[config.mk]
export PLATFORM = sky130hd
export DESIGN_NAME = turbosound_mixer
export DESIGN_NICKNAME = d
export VERILOG_FILES = /design/src/rtl/turbosound_pkg.sv /design/src/rtl/turbosound_mixer_sigma_delta.sv /design/src/rtl/turbosound_mixer.sv
export SDC_FILE = /design/constraint.sdc
export NUM_CORES = 1
export LEC_CHECK = 0
export ABC_AREA = 1
export CORE_MARGIN = 2
export CORE_UTILIZATION = 40
export DETAILED_ROUTE_END_ITERATION = 8
export GPL_TIMING_DRIVEN = 0
export PLACE_DENSITY = 0.67
export REMOVE_ABC_BUFFERS = 1
export SYNTH_ARGS = -nofsm -noshare
export SYNTH_HDL_FRONTEND = slang
export SYNTH_SLANG_ARGS = --single-unit
[constraint.sdc]
create_clock -name clock -period 7.09 [get_ports clock]
set_input_delay 2.127 -clock clock [delete_from_list [all_inputs] [get_ports clock]]
set_output_delay 2.127 -clock clock [all_outputs]
set_load 0.01 [all_outputs]
[src/rtl/turbosound_pkg.sv]
// Shared definitions for the TurboSound stereo mixer and its 1-bit DAC stage.
package turbosound_pkg;

  // Width of the mixed sample; 2 x 3 x 255 = 1530 fits without overflow.
  localparam int MIX_W = 11;

  // Stereo placement of the three channels of each PSG; code 3 behaves as mono.
  localparam logic [1:0] MODE_ABC  = 2'd0;
  localparam logic [1:0] MODE_ACB  = 2'd1;
  localparam logic [1:0] MODE_MONO = 2'd2;

  typedef enum logic [1:0] {
    IDLE = 2'd0,
    ACC  = 2'd1,
    DONE = 2'd2
  } mix_state_t;

endpackage

[src/rtl/turbosound_mixer_sigma_delta.sv]
// First-order sigma-delta modulator: the carry out of an 11-bit phase
// accumulator forms the bitstream, so its density equals din / 2048.
module sigma_delta_dac
  import turbosound_pkg::*;
(
  input  logic             clock,
  input  logic             reset,
  input  logic [MIX_W-1:0] din,
  output logic             dout
);

  logic [MIX_W:0] acc;

  // Drop the previous carry and add the new sample; the fresh carry is the output bit.
  always_ff @(posedge clock or posedge reset) begin
    if (reset) begin
      acc <= '0;
    end else begin
      acc <= {1'b0, acc[MIX_W-1:0]} + {1'b0, din};
    end
  end

  assign dout = acc[MIX_W];

endmodule

[src/rtl/turbosound_mixer.sv]
// Stereo mixer for the dual-AY TurboSound: snapshots six channel levels on a
// strobe, accumulates one channel per clock into left/right sums according to
// the stereo mode, then feeds the registered sums to two sigma-delta DACs.
module turbosound_mixer
  import turbosound_pkg::*;
(
  input  logic             clock,
  input  logic             reset,
  input  logic             strobe,
  input  logic [1:0]       mode,
  input  logic [7:0]       a1,
  input  logic [7:0]       b1,
  input  logic [7:0]       c1,
  input  logic [7:0]       a2,
  input  logic [7:0]       b2,
  input  logic [7:0]       c2,
  output logic             busy,
  output logic             valid,
  output logic [MIX_W-1:0] left,
  output logic [MIX_W-1:0] right,
  output logic             dac_l,
  output logic             dac_r
);

  mix_state_t       state, next_state;
  logic [7:0]       snap [6];
  logic [1:0]       mode_q;
  logic [2:0]       idx;
  logic [MIX_W-1:0] acc_l, acc_r;
  logic [MIX_W-1:0] add_l, add_r;
  logic [MIX_W-1:0] single, double;
  logic [7:0]       cur;
  logic [1:0]       pos;

  // State register.
  always_ff @(posedge clock or posedge reset) begin
    if (reset) begin
      state <= IDLE;
    end else begin
      state <= next_state;
    end
  end

  // Next state: a strobe is only honoured in IDLE, so no request is ever queued.
  always_comb begin
    next_state = state;
    case (state)
      IDLE:    if (strobe) next_state = ACC;
      ACC:     if (idx == 3'd5) next_state = DONE;
      DONE:    next_state = IDLE;
      default: next_state = IDLE;
    endcase
  end

  // Pick the snapshot channel for this step and its position within its chip (0=A, 1=B, 2=C).
  always_comb begin
    cur = '0;
    pos = 2'd0;
    case (idx)
      3'd0: begin cur = snap[0]; pos = 2'd0; end
      3'd1: begin cur = snap[1]; pos = 2'd1; end
      3'd2: begin cur = snap[2]; pos = 2'd2; end
      3'd3: begin cur = snap[3]; pos = 2'd0; end
      3'd4: begin cur = snap[4]; pos = 2'd1; end
      3'd5: begin cur = snap[5]; pos = 2'd2; end
      default: begin cur = '0; pos = 2'd0; end
    endcase
  end

  assign single = {3'b000, cur};
  assign double = {2'b00, cur, 1'b0};

  // Stereo weighting: the hard-panned channel counts double, the centre one goes to both sides.
  always_comb begin
    add_l = '0;
    add_r = '0;
    case (mode_q)
      MODE_ABC: begin
        case (pos)
          2'd0:    add_l = double;
          2'd1:    begin add_l = single; add_r = single; end
          2'd2:    add_r = double;
          default: ;
        endcase
      end
      MODE_ACB: begin
        case (pos)
          2'd0:    add_l = double;
          2'd1:    add_r = double;
          2'd2:    begin add_l = single; add_r = single; end
          default: ;
        endcase
      end
      default: begin
        add_l = single;
        add_r = single;
      end
    endcase
  end

  // Datapath: snapshot on accept, accumulate one channel per ACC cycle, publish in DONE.
  always_ff @(posedge clock or posedge reset) begin
    if (reset) begin
      for (int i = 0; i < 6; i++) snap[i] <= '0;
      mode_q <= MODE_ABC;
      idx    <= '0;
      acc_l  <= '0;
      acc_r  <= '0;
      left   <= '0;
      right  <= '0;
      valid  <= 1'b0;
    end else begin
      valid <= 1'b0;
      case (state)
        IDLE: begin
          if (strobe) begin
            snap[0] <= a1;
            snap[1] <= b1;
            snap[2] <= c1;
            snap[3] <= a2;
            snap[4] <= b2;
            snap[5] <= c2;
            mode_q  <= mode;
            idx     <= '0;
            acc_l   <= '0;
            acc_r   <= '0;
          end
        end
        ACC: begin
          acc_l <= acc_l + add_l;
          acc_r <= acc_r + add_r;
          idx   <= idx + 3'd1;
        end
        DONE: begin
          left  <= acc_l;
          right <= acc_r;
          valid <= 1'b1;
        end
        default: ;
      endcase
    end
  end

  assign busy = (state != IDLE);

  sigma_delta_dac u_dac_l (
    .clock (clock),
    .reset (reset),
    .din   (left),
    .dout  (dac_l)
  );

  sigma_delta_dac u_dac_r (
    .clock (clock),
    .reset (reset),
    .din   (right),
    .dout  (dac_r)
  );

endmodule

==> results of run 1 <==
[worst paths after layout]
path	to	from	slack [ps]	cells past startpoint
min	u_dac_r.acc[0]	u_dac_r.acc[0]	470	1
max in group asynchronous	u_dac_r.acc[4]	reset	4250	3
max reg2reg	acc_l[10]	idx[0]	2980	22
min reg2reg	u_dac_r.acc[0]	u_dac_r.acc[0]	470	1
max	acc_l[10]	idx[0]	2980	22
min in group asynchronous	snap[1]	reset	2130	2
[layer usage]
metal,vias up,wire [microns]
met5,-,0
met4,0,262
met3,20,677
met2,132,7640
met1,2797,7890
li1,3110,-
[cells in the final DEF (no fill, tap or decap), types with 6 or more instances in the layout]
master and count:
a21oi_2 7, o22ai_1 12, xnor2_1 8, clkdlybuf4s50_1 78, nor2_1 74, a21oi_1 64, xor2_1 13, dfrtp_1 124
ha_1 48, nand3_1 51, nand2_4 7, nor2_2 12, mux2_2 34, clkbuf_16 17, nand2_1 211, inv_1 107
nand2_2 21, inv_2 8, o21ai_0 59, a211oi_1 6
[through the flow]
stage                     setup WS (ps)  hold slack [ps]  TNS, ps  std cells
after CTS                          3000              472        0       1228
final                              2980              468        0       1228
after detailed placement           2670              460        0       1197
after global routing               2570              487        0       1228
after global placement             -210              454   -24600       1196
after floorplan                    1660              443        0        889
[cell type report]
cell class              instances  area (sq um)  area share
inverters                     119           463      0.0512
clock inverters                10           140      0.0155
multi-input cells             646          3770       0.417
clock buffers                  21           470      0.0520
flip-flops and latches        124          3100       0.343
repair buffers                 79           808      0.0894
well taps                     229           287      0.0317
[logic make-up (layout without fill, tap and decap cells)]
logic type | after synthesis | in the layout | share of synthesized area
muxes | 34 | 34 | 0.0514
AOI/OAI and AO/OA | 157 | 157 | 0.117
adders and majority gates | 52 | 52 | 0.0914
xor gates and xnor gates | 21 | 21 | 0.0247
DFF | 124 | 124 | 0.417
and+or+nand+nor | 382 | 382 | 0.221
buffers and inverters | 142 | 229 | 0.0776
[registers in the layout, indices dropped and copies added (netlist names)]
name,flops
u_dac_l.acc,12
mode_q,2
acc_r,11
state,2
valid,1
u_dac_r.acc,12
acc_l,11
snap,48
left,11
idx,3
right,11
[critical path, stage by stage, from the launching register on]
cell and delay, ps:
dfrtp_1 400, inv_1 120, ha_1 280, inv_1 70, nor2_1 230, nor2_1 150, inv_1 80, ha_1 480
inv_1 160, nand2_1 100, a21oi_1 80, a211oi_1 310, ha_1 270, inv_1 70, fa_1 400, inv_1 70
nand3_1 90, nand2_1 130, nand3_1 120, nand3_1 100, nand2_1 60, o21ai_0 160, inv_1 50
==> flow_metrics.tcl, run 1 <==
set metrics [dict create \
    grt_use_total 0.175 \
    required_ps 7400 \
    slew_viol_final 0 \
    vias 6059 \
    cts_tree "yes" \
    std_cell_rows 49 \
    min_period_over_period 0.579 \
    die_area_sq_mm 0.0197 \
    netlist.area_leader.share 0.417 \
    fin_area_sq_mm 0.00904 \
    cts_max_level 4 \
    clk_latency_ps 420 \
    drtPass1Iterations 5 \
    synthTopCellsByArea "dfrtp_1, nand2_1, ha_1" \
    grt_busiest_layer "met2" \
    start_util 0.412 \
    grt_pass1_vias 5779 \
    final_hold_viol_count 0 \
    fmax_mhz 244 \
    hpwl_mm 12.0 \
    cts_resized 0 \
    drive_above_1_share 0.129 \
    area_growth_pct 21.5 \
    synth_warnings 0 \
    worstPathArrival_ps 4410 \
    synthesis.area_sq_mm 0.00745 \
    worstMarginPinSlew_ps 925 \
    cts_root_buffer "clkbuf_16" \
    synth-seq-cells 124 \
    nets 1092 \
    die_h_microns 140 \
    io_pins 79 \
    avgSynthCellArea_sq_um 8.17 \
    wl_per_cell_microns 13.4 \
    place_area_sq_mm 0.00843 \
    first_iter_violations 273 \
    core_sq_mm 0.0181 \
    cts_made_buffers 17 \
    async_reset_ff_frac 1.00 \
    postRouteAntennaNets 0 \
    synth_ff_type "dfrtp_1" \
    place_congestion 0.892 \
    holdCritPathClass "reg -> reg" \
    syn_inst 912 \
    io_buffers 78 \
    die_w_microns 140 \
    yosysMostFrequentCell "nand2_1" \
    overflow 0 \
    crit_path_end_kind "flop" \
    cp-start-kind "flop" \
    n_fill_cell 1720 \
    clock_sinks 124 \
    met2_usage 0.277 \
    synthTopCellsByCount "nand2_1, dfrtp_1, inv_1, nor2_1, a21oi_1" \
    rsz0062_at_grt "no" \
    cap_violations 0 \
    setup_viol 0 \
    hold_buffers 0 \
    wl_mm 16.5 \
    crit_type "reg -> reg" \
    synth-edff-count 0 \
    path_max_fanout 13 \
    grt_max_degree 73 \
    fin_util 0.500 \
    synth.yosys.seq_area_share 0.417 \
    gr-usage-met3 0.0424 \
    viasPerCell 4.93 \
    route.detailed.drc 0 \
    status "complete, no violations" \
    skew_ps 11.9 \
    grt_antenna_before_repair 0 \
    slew_headroom 0.381 \
    yosysTopAreaCell "dfrtp_1" \
    antennaDiodeCount 0 \
    fin_crit_ps 4110 \
    clockBufferDepth 2 \
    post_cts_buffers 0 \
    yosysUniqueCellTypes 34 \
    grt_pass1_wl_mm 27.7 \
    cts.clk_slew.worst_paths_ps 50 \
    met1_usage 0.236 \
]
Power of run 1 is not shown: default switching activity piles up to over one toggle a cycle in this logic, so the estimate is an artifact.
==> run 2: changes to the inputs <==
Settings changed: PLACE_DENSITY 0.67 to 0.69.
Clock period 7.09 ns to 3.6 ns, I/O delays scaled along.
==> flow_metrics.tcl, run 2 (synthesis gave the netlist of run 1 again) <==
set metrics [dict create \
    top_regs "snap x48, u_dac_l.acc x12, u_dac_r.acc x12" \
    cp_num_buf_inv 7 \
    std_cell_rows 49 \
    grt_use_total 0.174 \
    cts_max_level 4 \
    wl_mm 16.9 \
    wl_per_cell_microns 13.7 \
    cts_made_buffers 17 \
    multi_input_area_sq_mm 0.00389 \
    clockBufferDepth 2 \
    critPathTopFamily "adder cells" \
    path_max_fanout 8 \
    regArea_sq_mm 0.00311 \
    die_w_microns 140 \
    most-common-layout-cells "nand2_1, dfrtp_1, inv_1, clkdlybuf4s50_1, nor2_1" \
    status "complete, no violations" \
    setup_viol 0 \
    grt_pass1_wl_mm 27.5 \
    fin_crit_ps 3410 \
    overflow 0 \
    viasPerCell 4.99 \
    crit_type "reg -> reg" \
    fmax_mhz 293 \
    clk_latency_ps 420 \
    min_period_over_period 0.948 \
    crit_path_end_kind "flop" \
    die_h_microns 140 \
    place_congestion 0.919 \
    cp-start-kind "flop" \
    drive_above_1_share 0.154 \
    route.detailed.drc 0 \
    slew_viol_final 0 \
    holdCritPathClass "reg -> reg" \
    vias 6155 \
    clock_sinks 124 \
    start_util 0.412 \
    cpMostUsedCell "inv_1" \
    antennaDiodeCount 0 \
    cts_tree "yes" \
    fin_area_sq_mm 0.00920 \
    skew_ps 7.41 \
    cap_violations 0 \
    drtPass1Iterations 5 \
    hpwl_mm 12.1 \
    slew_headroom 0.390 \
    nets 1098 \
    io_pins 79 \
    cts.clk_slew.worst_paths_ps 60 \
    slowest_delay_ps 440 \
    postRouteAntennaNets 0 \
    cts_root_buffer "clkbuf_16" \
    largest_reg_flops 48 \
    layout_commonest_cell "nand2_1" \
    top_register "snap" \
    core_sq_mm 0.0181 \
    worstPathArrival_ps 3710 \
    grt_antenna_before_repair 0 \
    final_hold_viol_count 0 \
    crit_chain "inv_2 > ha_4 > nand2_2 > inv_6 > nor2_2 > inv_1 > ha_4 > inv_1 > nand2_1 > a21oi_1 > a211oi_2 > ha_2 > inv_1 > fa_1 > inv_1 > nand3_1 > nand2_1 > nand3_2 > nand3_1 > nand2_1 > o21ai_0 > inv_1" \
    area_growth_pct 23.6 \
    required_ps 3900 \
    setup_tns_ps 0 \
    grt_max_degree 73 \
    die_area_sq_mm 0.0197 \
    first_iter_violations 412 \
    place_area_sq_mm 0.00843 \
    worstMarginPinSlew_ps 914 \
    n_fill_cell 1705 \
    io_buffers 78 \
    cpMaxStageDelayCell "dfrtp_2" \
    grt_pass1_vias 5802 \
]
==> run 2: changes by cell type in the layout (fill, tap and decap cells not counted), moves of 3 or more <==
cell and delta:
dfrtp_1 -3, ha_4 +5, nor2_1 -5, buf_4 +6
ha_2 +3, dfrtp_2 +3, ha_1 -8, nor2_2 +3
==> run 2: metal layers <==
metal / vias up / GRT usage / part of all wire
li1: 3112 / - / -
met1: 2855 / 0.238 / 0.48
met2: 158 / 0.270 / 0.45
met3: 30 / 0.0359 / 0.039
met4: 0 / 0.0728 / 0.026
met5: - / 0 / 0
==> run 2: path summary, 6_finish.rpt <==
kind / from / endpoint / slack (ps) / cells past startpoint
max: idx[1] / acc_l[10] / 190 / 22
min: u_dac_l.acc[0] / u_dac_l.acc[0] / 470 / 1
max reg2reg: idx[1] / acc_l[10] / 190 / 22
min reg2reg: u_dac_l.acc[0] / u_dac_l.acc[0] / 470 / 1
max in group asynchronous: reset / u_dac_r.acc[8] / 1790 / 3
min in group asynchronous: reset / snap[1] / 1100 / 2
==> run 2: stage by stage <==
step                       util  hold slack (ps)  setup slack (ps)  std cells
after floorplan               -              443              -779        889
after global placement    0.464              453             -2660       1196
after detailed placement  0.466              460              -480       1197
after CTS                 0.502              472             -33.2       1227
after global routing      0.509              485             -51.4       1233
final                     0.509              470               186       1233
==> run 2: cell type report <==
| type | instances | area share |
|---|---|---|
| clock inverter | 7 | 0.0122 |
| timing repair buffer | 85 | 0.0927 |
| sequential | 124 | 0.338 |
| multi-input combinational | 646 | 0.422 |
| inverter | 119 | 0.0509 |
| clock buffer | 23 | 0.0530 |
| tap | 229 | 0.0311 |
==> run 2: repair_timing <==
item	CTS	global route
gates resized for setup	10	21
endpoints found under the setup margin	13	10
setup buffers	0	6
hold buffers	0	0
pin swaps	0	4
Power of run 2 is left out for the same reason.
==> run 3: changes to the inputs <==
Settings changed: SLEW_MARGIN set to 20.
==> flow_metrics.tcl, run 3 (synthesis gave the netlist of run 1 again) <==
set metrics [dict create \
    critPathTopFamily "adder cells" \
    fin_area_sq_mm 0.00923 \
    die_w_microns 140 \
    io_pins 79 \
    layout_commonest_cell "nand2_1" \
    top_register "snap" \
    start_util 0.412 \
    overflow 0 \
    first_iter_violations 376 \
    place_congestion 0.919 \
    largest_reg_flops 48 \
    cts_tree "yes" \
    fin_crit_ps 3360 \
    holdCritPathClass "reg -> reg" \
    nets 1100 \
    cpMostUsedCell "inv_1" \
    fin_util 0.510 \
    wl_per_cell_microns 13.6 \
    skew_ps 7.73 \
    cpMaxStageDelayCell "dfrtp_1" \
    clk_latency_ps 420 \
    place_area_sq_mm 0.00846 \
    std_cell_rows 49 \
    crit_path_end_kind "flop" \
    cts_root_buffer "clkbuf_16" \
    grt_max_degree 66 \
    hpwl_mm 12.2 \
    slowest_delay_ps 390 \
    die_area_sq_mm 0.0197 \
    top_regs "snap x48, u_dac_l.acc x12, u_dac_r.acc x12" \
    die_h_microns 140 \
    vias 6181 \
    hold_buffers 0 \
    viasPerCell 5.00 \
    cts_max_level 4 \
    wl_mm 16.8 \
    slew_headroom 0.381 \
    crit_chain "inv_2 > ha_4 > nand2_2 > inv_6 > nor2_2 > inv_1 > ha_4 > inv_1 > nand2_1 > a21oi_1 > a211oi_2 > ha_2 > inv_1 > fa_1 > inv_1 > nand3_1 > nand2_1 > nand3_1 > nand3_1 > nand2_1 > o21ai_0 > inv_1" \
    postRouteAntennaNets 0 \
    cp-start-kind "flop" \
    min_period_over_period 0.934 \
    grt_pass1_wl_mm 28.1 \
    crit_type "reg -> reg" \
    drtPass1Iterations 5 \
    drive_above_1_share 0.154 \
    most-common-layout-cells "nand2_1, dfrtp_1, inv_1, clkdlybuf4s50_1, nor2_1" \
    required_ps 3900 \
    slew_viol_final 0 \
    area_growth_pct 23.9 \
    final_hold_viol_count 0 \
    n_fill_cell 1676 \
    grt_pass1_vias 5761 \
    path_max_fanout 8 \
    cp_num_buf_inv 7 \
    setup_viol 0 \
    cts_made_buffers 17 \
    clockBufferDepth 2 \
    io_buffers 78 \
    route.detailed.drc 0 \
    antennaDiodeCount 0 \
    worstMarginPinSlew_ps 927 \
    cts.clk_slew.worst_paths_ps 50 \
    grt_use_total 0.179 \
    grt_antenna_before_repair 0 \
    status "complete, no violations" \
    clock_sinks 124 \
    cap_violations 0 \
    worstPathArrival_ps 3670 \
    core_sq_mm 0.0181 \
    fmax_mhz 297 \
]
==> run 3: layout make-up <==
class,instances,area [sq um],share of cell area
multi-input cells,646,3880,0.421
flip-flops and latches,124,3110,0.337
repair buffers,87,881,0.0955
clock buffers,23,488,0.0529
inverters,119,473,0.0513
well taps,229,287,0.0311
clock inverters,7,113,0.0122
==> run 3: what timing repair did <==
action / 4_1_cts / 5_1_grt
pin swaps: 0 / 4
resized for setup: 10 / 20
buffers inserted: 0 / 7
setup endpoints to repair: 13 / 10
==> run 3: final timing paths <==
path | startpoint | to | slack [ps] | cells past startpoint
worst max register to register | idx[1] | acc_l[10] | 240 | 22
worst min-delay path | u_dac_l.acc[0] | u_dac_l.acc[0] | 470 | 1
max in group asynchronous | reset | acc_r[3] | 1850 | 3
min in group asynchronous | reset | snap[1] | 1090 | 2
worst min register to register | u_dac_l.acc[0] | u_dac_l.acc[0] | 470 | 1
worst max-delay path | idx[1] | acc_l[10] | 240 | 22
==> run 3: per-layer routing <==
metal  vias up  global-route usage  part of all wire
li1       3130                   -                 -
met1      2856               0.242              0.47
met2       167               0.279              0.46
met3        28              0.0441             0.044
met4         0              0.0665             0.022
met5         -                   0                 0
==> run 3: stage by stage <==
| step | setup slack (ps) | instances | hold WS [ps] | setup TNS (ps) |
|---|---|---|---|---|
| final | 238 | 1235 | 471 | 0 |
| after global routing | -27.0 | 1235 | 485 | -27.0 |
| after CTS | -34.0 | 1228 | 472 | -34.0 |
| after detailed placement | -490 | 1198 | 460 | -2830 |
| after global placement | -2660 | 1196 | 453 | -380500 |
| after floorplan | -779 | 889 | 443 | -96620 |
==> run 3: worst register-to-register path, stage by stage, from the launching register on <==
cell and delay (ps):
dfrtp_1 390, inv_2 110, ha_4 190, nand2_2 100, inv_6 130, nor2_2 80, inv_1 90, ha_4 160
inv_1 70, nand2_1 60, a21oi_1 110, a211oi_2 290, ha_2 230, inv_1 50, fa_1 390, inv_1 70
nand3_1 90, nand2_1 130, nand3_1 130, nand3_1 110, nand2_1 60, o21ai_0 150, inv_1 50
Power of run 3 is left out for the same reason.
